$ cat config.mk
export PLATFORM = sky130hd
export DESIGN_NAME = iir_coef_ctrl
export DESIGN_NICKNAME = d
export VERILOG_FILES = /design/src/rtl/iir_ctrl_pkg.sv /design/src/rtl/iir_occ_cnt.sv /design/src/rtl/iir_coef_ctrl.sv
export SDC_FILE = /design/constraint.sdc
export NUM_CORES = 1
export LEC_CHECK = 0
export ABC_AREA = 1
export CAP_MARGIN = 20
export CORE_AREA = 2 2 108 110
export DETAILED_ROUTE_END_ITERATION = 8
export DIE_AREA = 0 0 110 112
export GPL_ROUTABILITY_DRIVEN = 0
export HOLD_SLACK_MARGIN = 0.08
export PLACE_DENSITY_LB_ADDON = 0.1
export REMOVE_ABC_BUFFERS = 1
export SLEW_MARGIN = 10
export SYNTH_ARGS = -nofsm -noshare
export SYNTH_HDL_FRONTEND = slang
export SYNTH_HIERARCHICAL = 1
export SYNTH_SLANG_ARGS = --single-unit
$ cat constraint.sdc
create_clock -name CLK -period 2.5 [get_ports CLK]
set_clock_uncertainty 0.1 [all_clocks]
set_input_delay 0.375 -clock CLK [delete_from_list [all_inputs] [get_ports CLK]]
set_output_delay 0.375 -clock CLK [all_outputs]
set_load 0.05 [all_outputs]
$ cat src/rtl/iir_ctrl_pkg.sv
// Shared types for the IIR coefficient controller: FSM states, config addresses, default width.
package iir_ctrl_pkg;

  localparam int NB_DEF = 12;

  typedef enum logic [1:0] {
    RUN   = 2'd0,
    DRAIN = 2'd1,
    CLEAR = 2'd2,
    SWAP  = 2'd3
  } state_e;

  typedef enum logic [1:0] {
    ADDR_B0  = 2'd0,
    ADDR_B1  = 2'd1,
    ADDR_A1  = 2'd2,
    ADDR_RSV = 2'd3
  } cfg_addr_e;

endpackage

$ cat src/rtl/iir_occ_cnt.sv
// Saturating up/down counter of samples inside the filter pipeline; exposes only an empty flag.
module iir_occ_cnt #(
  parameter int W = 4
) (
  input  logic clk,
  input  logic rst,
  input  logic inc,
  input  logic dec,
  input  logic clr,
  output logic zero
);

  logic [W-1:0] cnt_q, cnt_d;

  always_comb begin
    cnt_d = cnt_q;
    if (clr) begin
      cnt_d = '0;
    end else if (inc && !dec && (cnt_q != '1)) begin
      cnt_d = cnt_q + 1'b1;
    end else if (dec && !inc && (cnt_q != '0)) begin
      cnt_d = cnt_q - 1'b1;
    end
  end

  always_ff @(posedge clk) begin
    if (rst) cnt_q <= '0;
    else     cnt_q <= cnt_d;
  end

  assign zero = (cnt_q == '0);

endmodule

$ cat src/rtl/iir_coef_ctrl.sv
// Coefficient bank controller for an IIR filter: registers samples towards the filter and swaps the
// shadow coefficient bank into the active bank only once the filter pipeline has drained.
module iir_coef_ctrl
  import iir_ctrl_pkg::*;
#(
  parameter int NB       = NB_DEF,
  parameter int OCC_W    = 4,
  parameter int DRAIN_TO = 15,
  parameter int CLR_CYC  = 2
) (
  input  logic          CLK,
  input  logic          RST,
  input  logic [NB-1:0] DIN,
  input  logic          VIN,
  output logic          IN_RDY,
  input  logic          CFG_WE,
  input  logic [1:0]    CFG_ADDR,
  input  logic [NB-1:0] CFG_DATA,
  input  logic          CFG_COMMIT,
  input  logic          CFG_CLR,
  output logic          CFG_BUSY,
  output logic [NB-1:0] F_DIN,
  output logic          F_VIN,
  input  logic          F_VOUT,
  output logic          F_RST_n,
  output logic [NB-1:0] b0,
  output logic [NB-1:0] b1,
  output logic [NB-1:0] a1,
  output logic [15:0]   SAMPLE_CNT,
  output logic          DRAIN_ERR
);

  localparam int CYC_W = 8;

  typedef struct packed {
    logic [NB-1:0] b0;
    logic [NB-1:0] b1;
    logic [NB-1:0] a1;
  } bank_t;

  state_e           state_q, state_d;
  logic             clr_pend_q, clr_pend_d;
  logic [CYC_W-1:0] cyc_q, cyc_d;
  bank_t            shadow_q, shadow_d;
  bank_t            active_q, active_d;
  logic             in_rdy_q, in_rdy_d;
  logic             f_vin_q, f_vin_d;
  logic [NB-1:0]    f_din_q, f_din_d;
  logic             f_rst_n_q, f_rst_n_d;
  logic [15:0]      sample_cnt_q, sample_cnt_d;
  logic             drain_err_q, drain_err_d;

  logic occ_zero;
  logic transfer;
  logic drain_clean;
  logic drain_tmo;

  iir_occ_cnt #(.W(OCC_W)) u_occ (
    .clk  (CLK),
    .rst  (RST),
    .inc  (f_vin_q),
    .dec  (F_VOUT),
    .clr  (state_q == CLEAR),
    .zero (occ_zero)
  );

  assign transfer    = VIN & in_rdy_q;
  // A sample still sitting in the output register is not yet counted in occupancy.
  assign drain_clean = occ_zero && !f_vin_q;
  assign drain_tmo   = (cyc_q == CYC_W'(DRAIN_TO - 1));

  // NOTE: every signal gets its default first so no path through the case can infer a latch.
  always_comb begin
    state_d     = state_q;
    clr_pend_d  = clr_pend_q;
    shadow_d    = shadow_q;
    active_d    = active_q;
    drain_err_d = drain_err_q;

    if (CFG_WE) begin
      case (cfg_addr_e'(CFG_ADDR))
        ADDR_B0: shadow_d.b0 = CFG_DATA;
        ADDR_B1: shadow_d.b1 = CFG_DATA;
        ADDR_A1: shadow_d.a1 = CFG_DATA;
        default: ;
      endcase
    end

    case (state_q)
      RUN: begin
        if (CFG_COMMIT) begin
          state_d    = DRAIN;
          clr_pend_d = CFG_CLR;
        end
      end
      DRAIN: begin
        if (drain_clean || drain_tmo) begin
          state_d = clr_pend_q ? CLEAR : SWAP;
          if (!drain_clean) drain_err_d = 1'b1;
        end
      end
      CLEAR: begin
        if (cyc_q == CYC_W'(CLR_CYC - 1)) state_d = SWAP;
      end
      SWAP: begin
        // Reads the registered shadow, so a write landing this cycle waits for the next commit.
        active_d = shadow_q;
        state_d  = RUN;
      end
      default: state_d = RUN;
    endcase

    cyc_d = (state_d == state_q && state_q != RUN) ? cyc_q + 1'b1 : '0;

    in_rdy_d     = (state_d == RUN);
    f_rst_n_d    = (state_d != CLEAR);
    f_vin_d      = transfer;
    f_din_d      = DIN;
    sample_cnt_d = sample_cnt_q + 16'(transfer);
  end

  // NOTE: non-blocking assignments only, so every flop samples pre-edge values regardless of order.
  // NOTE: both coefficient banks are reset because the active bank drives the filter directly.
  always_ff @(posedge CLK) begin
    if (RST) begin
      state_q      <= RUN;
      clr_pend_q   <= 1'b0;
      cyc_q        <= '0;
      shadow_q     <= '0;
      active_q     <= '0;
      in_rdy_q     <= 1'b0;
      f_vin_q      <= 1'b0;
      f_din_q      <= '0;
      f_rst_n_q    <= 1'b0;
      sample_cnt_q <= '0;
      drain_err_q  <= 1'b0;
    end else begin
      state_q      <= state_d;
      clr_pend_q   <= clr_pend_d;
      cyc_q        <= cyc_d;
      shadow_q     <= shadow_d;
      active_q     <= active_d;
      in_rdy_q     <= in_rdy_d;
      f_vin_q      <= f_vin_d;
      f_din_q      <= f_din_d;
      f_rst_n_q    <= f_rst_n_d;
      sample_cnt_q <= sample_cnt_d;
      drain_err_q  <= drain_err_d;
    end
  end

  assign IN_RDY     = in_rdy_q;
  assign CFG_BUSY   = (state_q != RUN);
  assign F_DIN      = f_din_q;
  assign F_VIN      = f_vin_q;
  assign F_RST_n    = f_rst_n_q;
  assign b0         = active_q.b0;
  assign b1         = active_q.b1;
  assign a1         = active_q.a1;
  assign SAMPLE_CNT = sample_cnt_q;
  assign DRAIN_ERR  = drain_err_q;

endmodule
==> results of run 1 <==
## flip-flops by register name (all words and copies together) (netlist names), 2 cells and up
name / flops
F_DIN: 12
SAMPLE_CNT: 16
a1: 12
b0: 12
b1: 12
cyc_q: 8
shadow_q: 36
state_q: 2
u_occ/cnt_q: 4
## kinds of logic (layout without fill, tap and decap cells)
logic type                 after synthesis  count (layout)  share of synthesized area (%)
and+or+nand+nor                        242             242                           22.2
DFF                                    119             119                           51.7
xor gates and xnor gates                 8               8                           1.52
adders and majority gates                8               8                           2.33
AOI/OAI and AO/OA                      125             125                           13.7
buffers and inverters                   93             206                           8.55
## routing by layer
metal	wire length (microns)	global-route usage (%)	part of all wire (%)
met1	4670	21.3	45
met2	4970	29.7	48
met3	558	6.44	5.4
met4	106	7.09	1.0
met5	0	0	0
## layout by cell type (no fill, tap or decap), types with 5 or more instances in the layout
cell type	Yosys	final
nor2_1	151	151
dfxtp_1	119	119
clkdlybuf4s50_1	0	101
o21ai_0	81	81
inv_1	62	62
nand2_1	44	44
a21oi_1	40	40
clkbuf_16	0	17
nand3_1	16	16
nor3_1	7	7
ha_1	7	7
buf_4	2	7
nor2_2	6	6
nand4_1	6	6
inv_2	5	5
xor2_1	5	5
## power breakdown
| group | internal, W | switching [W] |
|---|---|---|
| sequential | 0.00210 | 0.000125 |
| combinational | 0.000502 | 0.000948 |
| clock | 0.00147 | 0.000807 |
## stage by stage
| step | hold slack, ps | util (%) | instances | total power, W | cell area, sq um |
|---|---|---|---|---|---|
| finish | 350 | 56.2 | 851 | 0.00595 | 6280 |
| global route | 371 | 56.2 | 851 | 0.00628 | 6280 |
| CTS | 352 | 56.2 | 851 | 0.00602 | 6280 |
| detailed placement | 344 | 51.3 | 821 | 0.00372 | 5730 |
| global placement | 338 | 51.3 | 821 | 0.00369 | 5730 |
| floorplan | 332 | - | 569 | 0.00323 | 4470 |
## final cells by class
| type | instances | area share (%) |
|---|---|---|
| inverter | 67 | 4.00 |
| timing repair buffer | 109 | 17.2 |
| tap | 143 | 2.85 |
| sequential | 119 | 37.9 |
| clock buffer | 21 | 7.17 |
| clock inverter | 9 | 1.65 |
| multi-input combinational | 383 | 29.2 |
## worst max path at each step
stage                from        endpoint
2_1_floorplan       F_VIN  u_occ/cnt_q[3]
3_3_place_gp       F_VOUT  u_occ/cnt_q[3]
3_5_place_dp       F_VOUT  u_occ/cnt_q[3]
5_1_grt        state_q[0]        CFG_BUSY
4_1_cts        state_q[0]        CFG_BUSY
6_report       state_q[0]        CFG_BUSY
## worst max-delay path: stages (launching register included)
cell and delay, ps:
dfxtp_1 370, nor2_1 80, inv_1 50, clkdlybuf4s50_1 790
==> out/metrics.yaml, run 1 <==
post_cts_buffers: 0
worst_ep_required_time_ps: 2030
grt_max_degree: 44
min_period_over_period_pct: 86.8
wl_per_cell_microns: 12.1
drt-total-wl_microns: 10300
place_ws_ps: 177
r2r_slack_ps: 530
cts_buffer_depth: 2
grt_pass1_wl_microns: 17300
maxCapViolCount: 0
post-dp-hpwl_microns: 7040
multi_input_area_sq_um: 1830
cp_max_fo: 4
cts_resized: 0
first_global_vias: 3908
p_per_area_nw_per_um2: 947
ioPinCount: 102
relSlewSlack_pct: 62.9
die_area_sq_um: 12300
cts.sink_count: 119
yosysMostFrequentCell: "nor2_1"
start_util_pct: 41.3
synth_cells: 595
crit_path_end_kind: "output pin"
die_w_microns: 110
setup_violations: 0
cp-start-kind: "flop"
reg2reg_to: "u_occ/cnt_q[3]"
core_region_area_sq_um: 11200
seq_area_frac_synth_pct: 51.7
synthArstFlopShare_pct: 0
synthTopCellsByArea: "dfxtp_1, nor2_1, o21ai_0"
overflow: 0
r2r_cells: 11
regArea_sq_um: 2380
synth_area_leader_cell: "dfxtp_1"
gr-usage-all-layers_pct: 18.1
antennaDiodeCount: 0
n_fill_cell: 1052
vdd.ir_drop.worst_v: 0.000478
antenna_found_initial: 0
worstPathArrival_ps: 1700
clkLatencyLatePin_ps: 410
synth_edf_count: 0
setup_ws_ps: 329
leakagePower_nw: 2.44
firstDrtPassIters: 4
viasPerCell: 4.73
reg2reg_from: "u_occ/cnt_q[0]"
drt_iter0_markers: 169
slew_violations: 0
synth_area_sq_um: 4610
rows: 39
clk_pin_slew_ps: 50
hold_viol_final: 0
drive_gt1_share_pct: 7.77
synth_common_cells: "nor2_1, dfxtp_1, o21ai_0"
die_h_microns: 112
area_growth_pct: 36.3
critPathKind: "reg -> out"
via_count: 4027
drc: 0
rsz0062_at_grt: "false"
postSynthAreaPerCell_sq_um: 7.75
layout_min_cycle_time_ps: 2170
max_slew.worst_pin.slew_ps: 555
cts_tree: "done"
postCtsHoldBufs: 0
outcome: "completed"
yosysTopAreaCellShare_pct: 51.7
fmax_ghz: 0.461
ys.flop_type: "dfxtp_1"
cts_root_buf: "clkbuf_16"
nNetsFinal: 738
ys_ff_latch: 119
numCtsBuffers: 17
holdPathEnd: "shadow_q[0]"
hold_start: "shadow_q[0]"
hold_class: "reg -> reg"
whs_path_depth: 2
yosysWarnings: 6
yosysUniqueCellTypes: 30
ant_nets: 0
cts-htree-levels: 4
fin_setup_tns_ps: 0
io_buffers: 101
No activity file was read; power rests on OpenSTA's default activity.
==> inputs of run 2 (changes only) <==
- CAP_MARGIN: 20 -> unset
==> results of run 2 <==
Same layout as run 1: the final DEF is identical, and so are final timing and power.
==> inputs of run 3 (changes only) <==
- CORE_AREA: 2 2 108 110 -> 2 2 139 87
- DIE_AREA: 0 0 110 112 -> 0 0 141 89
- SLEW_MARGIN: 10 -> 30
==> out/metrics.yaml, run 3 (synthesized netlist as in run 1, its figures left out) <==
outcome: "completed"
area_growth_pct: 37.3
whs_path_depth: 2
numCtsBuffers: 17
via_count: 4039
antenna_found_initial: 0
viasPerCell: 4.74
critPathKind: "reg -> out"
cts-htree-levels: 4
die_h_microns: 89
clkLatencyLatePin_ps: 410
grt_pass1_wl_microns: 18000
postCtsHoldBufs: 0
dpl_cell_area_sq_um: 5720
internal_power_w: 0.00424
relSlewSlack_pct: 62.8
leakagePower_nw: 2.46
cp_max_fo: 6
crit_buf_inv: 1
die_area_sq_um: 12500
clkPwrFrac_pct: 40.5
drc: 0
rows: 30
final_util_pct: 56.8
setup_violations: 0
n_fill_cell: 1003
wl_per_cell_microns: 12.8
hold_viol_final: 0
first_global_vias: 3788
cp-start-kind: "flop"
ioPinCount: 102
cts.sink_count: 119
layout_min_cycle_time_ps: 2200
post-dp-hpwl_microns: 7440
cts_resized: 0
final_common_cell: "nor2_1"
p_per_area_nw_per_um2: 977
r2r_cells: 11
hold_class: "reg -> reg"
maxCapViolCount: 0
slowest_delay_ps: 860
clk_pin_slew_ps: 60
crit_chain: "clkdlybuf4s50_1"
drt-total-wl_microns: 11000
multi_input_area_sq_um: 1830
core_region_area_sq_um: 11100
fmax_ghz: 0.455
die_w_microns: 141
seqPwrFrac_pct: 35.9
regMostFlops: "shadow_q"
crit_path_end_kind: "output pin"
power_w: 0.00619
combPwrFrac_pct: 23.5
sw_frac_of_total_pct: 31.5
fin_setup_tns_ps: 0
p_switching_w: 0.00195
crit_family: "buffers and inverters"
slowest_stage: "clkdlybuf4s50_1"
overflow: 0
drive_gt1_share_pct: 8.32
worst_ep_required_time_ps: 2030
cts_root_buf: "clkbuf_16"
nNetsFinal: 738
gr-usage-all-layers_pct: 18.3
antennaDiodeCount: 0
design_area_sq_um: 6330
grt_max_degree: 49
largest_reg_flops: 36
final_cell_mix: "nor2_1, dfxtp_1, clkdlybuf4s50_1"
cts_buffer_depth: 2
worstPathArrival_ps: 1720
drt_iter0_markers: 225
slew_violations: 0
max_slew.worst_pin.slew_ps: 556
ant_nets: 0
post_cts_buffers: 0
min_period_over_period_pct: 87.9
cp.depth: 1
start_util_pct: 41.4
cts_tree: "done"
io_buffers: 101
firstDrtPassIters: 5
vdd.ir_drop.worst_v: 0.000535
rsz0062_at_grt: "false"
regArea_sq_um: 2380
-- run 3: path summary, 6_finish.rpt --
check / startpoint / endpoint / slack (ps)
worst max-delay path: SAMPLE_CNT[3] / SAMPLE_CNT[3] / 300
worst min-delay path: shadow_q[1] / a1[1] / 350
worst max register to register: u_occ/cnt_q[0] / u_occ/cnt_q[3] / 610
worst min register to register: shadow_q[1] / a1[1] / 350
-- run 3: metrics by stage --
stage / std cells / hold WS (ps) / setup slack, ps
after floorplan: 569 / 332 / 495
after global placement: 822 / 339 / 299
after detailed placement: 822 / 344 / 203
after CTS: 853 / 352 / 293
after global routing: 853 / 366 / 242
final: 853 / 352 / 303
-- run 3: layout make-up --
class | count | share of cell area (%)
clock buffers | 20 | 7.37
repair buffers | 109 | 16.9
multi-input cells | 383 | 29.0
well taps | 144 | 2.85
flip-flops and latches | 119 | 37.6
inverters | 67 | 3.97
clock inverters | 11 | 2.31
-- run 3: power groups by stage --
stage | registers [W] | clock network [W] | logic, W
final | 0.00222 | 0.00251 | 0.00146
after global routing | 0.00225 | 0.00265 | 0.00159
after CTS | 0.00222 | 0.00256 | 0.00146
after detailed placement | 0.00226 | 0 | 0.00145
after global placement | 0.00225 | 0 | 0.00143
after floorplan | 0.00266 | 0 | 0.000573
-- run 3: metal layers --
metal	share of wire [%]	up-vias	wire length, microns	GRT usage (%)
met5	0	-	0	0
met4	0.58	0	64	6.64
met3	6.2	6	680	6.11
met2	43	121	4660	28.4
met1	51	1809	5550	24.1
li1	-	2103	-	-
==> variant 1: new RTL, settings of run 1 <==
`f_din_q` no longer has a reset.
--- a/src/rtl/iir_coef_ctrl.sv
+++ b/src/rtl/iir_coef_ctrl.sv
@@ -130,7 +130,6 @@
       active_q     <= '0;
       in_rdy_q     <= 1'b0;
       f_vin_q      <= 1'b0;
-      f_din_q      <= '0;
       f_rst_n_q    <= 1'b0;
       sample_cnt_q <= '0;
       drain_err_q  <= 1'b0;
@@ -142,11 +141,14 @@
       active_q     <= active_d;
       in_rdy_q     <= in_rdy_d;
       f_vin_q      <= f_vin_d;
-      f_din_q      <= f_din_d;
       f_rst_n_q    <= f_rst_n_d;
       sample_cnt_q <= sample_cnt_d;
       drain_err_q  <= drain_err_d;
     end
+  end
+
+  always_ff @(posedge CLK) begin
+    f_din_q <= f_din_d;
   end
 
   assign IN_RDY     = in_rdy_q;
Function: changed (a bounded check fails within 4 cycles, from zero or initial values and one cycle with RST high).
==> variant 1 against run 1 <==
Design area is 1.7% lower. Maximum frequency decreased by 2.0%. Combinational power rose by 3%. Sequential share of layout area rose by 0.67 points. First-iteration DRC count increased by 34%. Critical path type unchanged. Cell count is 2.1% lower. Non-clock buffer count fell by 1. Area after synthesis fell by 3.4%. Critical path depth unchanged. Critical endpoint unchanged. Power grew 1.5%. Worst setup slack lost 0.044 ns. Sequential cell count unchanged. Count of clock-buffer cells in the layout is 1 lower. Wire length grew 0.80%.
==> variant 1: results <==
{
  "grt_usage": 0.179,
  "clkLatencyLatePin_ns": 0.41,
  "cts_resized": 0,
  "clkTransAtPathRegs_ns": 0.05,
  "grt_pass1_wl_um": 17100,
  "synth_common_cells": "190 x nor2_1, 119 x dfxtp_1, 80 x o21ai_0",
  "antenna_found_initial": 0,
  "synth_cell_types": 31,
  "dp_hpwl_um": 6870,
  "grt_max_degree": 82,
  "async_reset_ff_frac": 0,
  "post_cts_buffers": 0,
  "outcome": "complete, no violations",
  "insertedDiodeCount": 0,
  "htree_levels": 4,
  "min_path_type": "in2reg",
  "cpMaxStageDelayCell": "clkdlybuf4s50_1",
  "routed_wl_um": 10400,
  "regMostFlops": "shadow_q",
  "yosysWarnings": 6,
  "drive_gt1_frac": 0.0783,
  "chipWidth_um": 110,
  "nets": 720,
  "seq_area_frac_synth": 0.535,
  "ir_drop_mv": 0.539,
  "io_buffers": 101,
  "p_int_w": 0.00411,
  "first_pass_iters": 4,
  "yosysTopAreaCellShare": 0.535,
  "vias": 4000,
  "p_leak_nw": 2.38,
  "cts_buffer_depth": 2,
  "max-slew-margin-rel": 0.567,
  "critical-path-max-stage-delay_ns": 0.79,
  "cts_made_buffers": 17,
  "worst-path-max-fanout": 4,
  "cts_root_buffer": "clkbuf_16",
  "synth_flop_cell": "dfxtp_1",
  "synthTopCellsByArea": "dfxtp_1 53%, nor2_1 16%, o21ai_0 9.0%",
  "drt_iter0_markers": 227,
  "largest_reg_flops": 36,
  "first_global_vias": 3794
}
[variant 1: cell count changes after synthesis, sizes merged, moves of 3 or more]
cell,run 1,this run
a21oi,41,18
nand3,20,16
inv,67,38
nor2,158,196
buf,18,6
clkbuf,8,15
nand2,47,51
nor3,7,4
[variant 1: power groups by stage]
stage                     clock network, W  logic (W)  registers, W
final                              0.00231    0.00149       0.00223
after global routing               0.00244    0.00164       0.00226
after CTS                          0.00236    0.00151       0.00223
after detailed placement                 0    0.00150       0.00227
after global placement                   0    0.00147       0.00226
after floorplan                          0   0.000610       0.00266
[variant 1: cell families after synthesis]
kind of cell	synth area share
compound gates	0.118
flops	0.535
buf+inv	0.0542
xor+xnor	0.0157
fa+ha+maj	0.0242
simple gates	0.253
[variant 1: final timing paths]
| path | to | cells past startpoint | slack [ns] | from |
|---|---|---|---|---|
| min reg2reg | clr_pend_q$_SDFFE_PP0P_ | 2 | 0.36 | clr_pend_q$_SDFFE_PP0P_ |
| min | F_DIN[3]$_DFF_P_ | 1 | 0.31 | DIN[3] |
| max reg2reg | u_occ/cnt_q[3]$_SDFFE_PP0P_ | 11 | 0.60 | u_occ/cnt_q[0]$_SDFFE_PP0P_ |
| max | CFG_BUSY | 3 | 0.29 | state_q[0]$_SDFF_PP0_ |
[variant 1: final cells by class]
type	count	area [um^2]
Clock inverter	10	105
Multi-Input combinational cell	394	1830
Inverter	39	146
Timing Repair Buffer	108	1080
Fill cell	1068	5000
Tap cell	143	179
Clock buffer	20	457
Sequential cell	119	2380
[variant 1: through the flow]
step	instances	hold slack, ns	cell area, um^2	setup slack [ns]
after floorplan	552	0.303	4360	0.495
after global placement	803	0.348	5610	0.304
after detailed placement	803	0.355	5610	0.214
after CTS	833	0.290	6180	0.251
after global routing	833	0.291	6180	0.178
final	833	0.307	6180	0.286
[variant 1: worst max-delay path, delay by kind of cell, from the launching register on]
kind	cells	cell delay, ns
buf+inv	2	0.85
flops	1	0.38
simple gates	1	0.10
[variant 1: layer usage]
layer / share of wire / GRT usage / vias to the layer above / wire length, um
met2: 0.47 / 0.288 / 106 / 4900
met4: 0.020 / 0.0810 / 0 / 212
met5: 0 / 0 / - / 0
met1: 0.45 / 0.212 / 1840 / 4670
li1: - / - / 2033 / -
met3: 0.058 / 0.0626 / 21 / 600
==> variant 2: new RTL, settings of run 1 <==
Made on the original files. The parameter `OCC_W` goes from 4 to 3.
--- a/src/rtl/iir_coef_ctrl.sv
+++ b/src/rtl/iir_coef_ctrl.sv
@@ -4,7 +4,7 @@
   import iir_ctrl_pkg::*;
 #(
   parameter int NB       = NB_DEF,
-  parameter int OCC_W    = 4,
+  parameter int OCC_W    = 3,
   parameter int DRAIN_TO = 15,
   parameter int CLR_CYC  = 2
 ) (
Behaviour: same outputs for any inputs over 4 cycles, from zero or initial values and one cycle with RST high; that may be too few to reach the edited logic, so the function may still have changed.
==> variant 2 against run 1 <==
Register-to-register slack improved by 0.29 ns. Sequential cell count shrank 1. Sequential share of layout area increased by 0.31 points. Worst setup slack got worse by 0.014 ns. Wire length down 2.8%. Non-clock buffer count unchanged. Power down 6.1%. Combinational power shrank 19%. Design area fell by 1.6%. Cell count is 1.9% lower. Area after synthesis shrank 2.8%. Worst hold slack better by 0.0020 ns. Synthesized cell count shrank 3.0%.
==> variant 2: results <==
{
  "synth_cell_types": 27,
  "gr-usage-met3": 0.0539,
  "reg2reg_from": "IN_RDY$_SDFF_PP0_",
  "synth_common_cells": "150 x nor2_1, 118 x dfxtp_1, 83 x o21ai_0",
  "ir_drop_mv": 0.392,
  "hold_end": "a1[8]$_SDFFE_PP0N_",
  "grt_pass1_wl_um": 16600,
  "drive_gt1_frac": 0.0780,
  "antenna_found_initial": 0,
  "max-slew-margin-rel": 0.624,
  "worst-path-max-fanout": 4,
  "p_leak_nw": 2.39,
  "r2r_end": "SAMPLE_CNT[10]$_SDFF_PP0_",
  "grt_usage": 0.173,
  "worstSetupStartpoint": "state_q[0]$_SDFF_PP0_",
  "dp_slack_ns": 0.317,
  "insertedDiodeCount": 0,
  "cts_resized": 0,
  "min_path_type": "reg2reg",
  "regMostFlops": "shadow_q",
  "first_pass_iters": 4,
  "yosysWarnings": 6,
  "crit_arrival_ns": 1.71,
  "io_buffers": 101,
  "regToRegSetupSlack_ns": 0.82,
  "routed_wl_um": 10000,
  "htree_levels": 4,
  "post_cts_buffers": 0,
  "min_path_cells": 2,
  "ff2ff_path_depth": 11,
  "timing.hold.ws_ns": 0.352,
  "async_reset_ff_frac": 0,
  "cts_buffer_depth": 2,
  "largest_reg_flops": 36,
  "worstHoldStart": "shadow_q[8]$_SDFFE_PP0P_",
  "use_met1": 0.205,
  "synthTopCellsByArea": "dfxtp_1 53%, nor2_1 13%, o21ai_0 9.3%",
  "grt_max_degree": 40,
  "clkTransAtPathRegs_ns": 0.06,
  "drt_iter0_markers": 117,
  "grt_use_met2": 0.290,
  "cts_root_buffer": "clkbuf_16",
  "dp_hpwl_um": 6970,
  "nets": 718,
  "first_global_vias": 3701,
  "cts_made_buffers": 17,
  "post_drt_via_cell_ratio": 4.67,
  "outcome": "complete, no violations",
  "fillers": 1070,
  "seq_area_frac_synth": 0.527,
  "clkLatencyLatePin_ns": 0.41
}
variant 2: worst max-delay path by stage:
stage                                      to  slack (ns)
floorplan           SAMPLE_CNT[10]$_SDFF_PP0_        0.55
global placement    SAMPLE_CNT[10]$_SDFF_PP0_        0.36
detailed placement  SAMPLE_CNT[10]$_SDFF_PP0_        0.32
CTS                                  CFG_BUSY        0.28
global route                         CFG_BUSY        0.20
finish                               CFG_BUSY        0.31
variant 2: critical path, cell delays in order (launching register included):
cell,delay [ns]
dfxtp_1,0.38
nor2_1,0.08
inv_1,0.05
clkdlybuf4s50_1,0.79
variant 2: metrics by stage:
step / instances / cell area (um^2)
5_1_grt: 835 / 6180
3_3_place_gp: 803 / 5610
4_1_cts: 835 / 6180
6_report: 835 / 6180
2_1_floorplan: 551 / 4340
3_5_place_dp: 803 / 5610
variant 2: final cells by class:
cell class,instances,area [um^2],share of cell area
Tap cell,143,179,0.0289
Multi-Input combinational cell,366,1730,0.279
Sequential cell,118,2360,0.382
Clock buffer,18,439,0.0710
Timing Repair Buffer,109,1100,0.177
Clock inverter,14,129,0.0208
Inverter,67,251,0.0407
variant 2: layer usage:
layer,wire [um],up-vias
met5,0,-
met4,121,0
met3,572,8
met2,4760,95
met1,4550,1750
li1,-,2046
variant 2: kinds of logic (layout without fill, tap and decap cells):
family,Yosys count,in the layout,share of synthesized area
AND/OR/NAND/NOR,229,229,0.214
AO/OA/AOI/OAI,124,124,0.139
flip-flops,118,118,0.527
buffers and inverters,93,208,0.0879
XOR/XNOR,7,7,0.0137
adder cells (fa/ha/maj),6,6,0.0184
variant 2: where the power goes:
part / leakage, nW / internal [W] / total (W) / switching, W
registers: 0.962 / 0.00205 / 0.00216 / 0.000104
clock network: 0.273 / 0.00140 / 0.00227 / 0.000871
logic: 1.16 / 0.000402 / 0.00117 / 0.000764
total: 2.39 / 0.00385 / 0.00559 / 0.00174
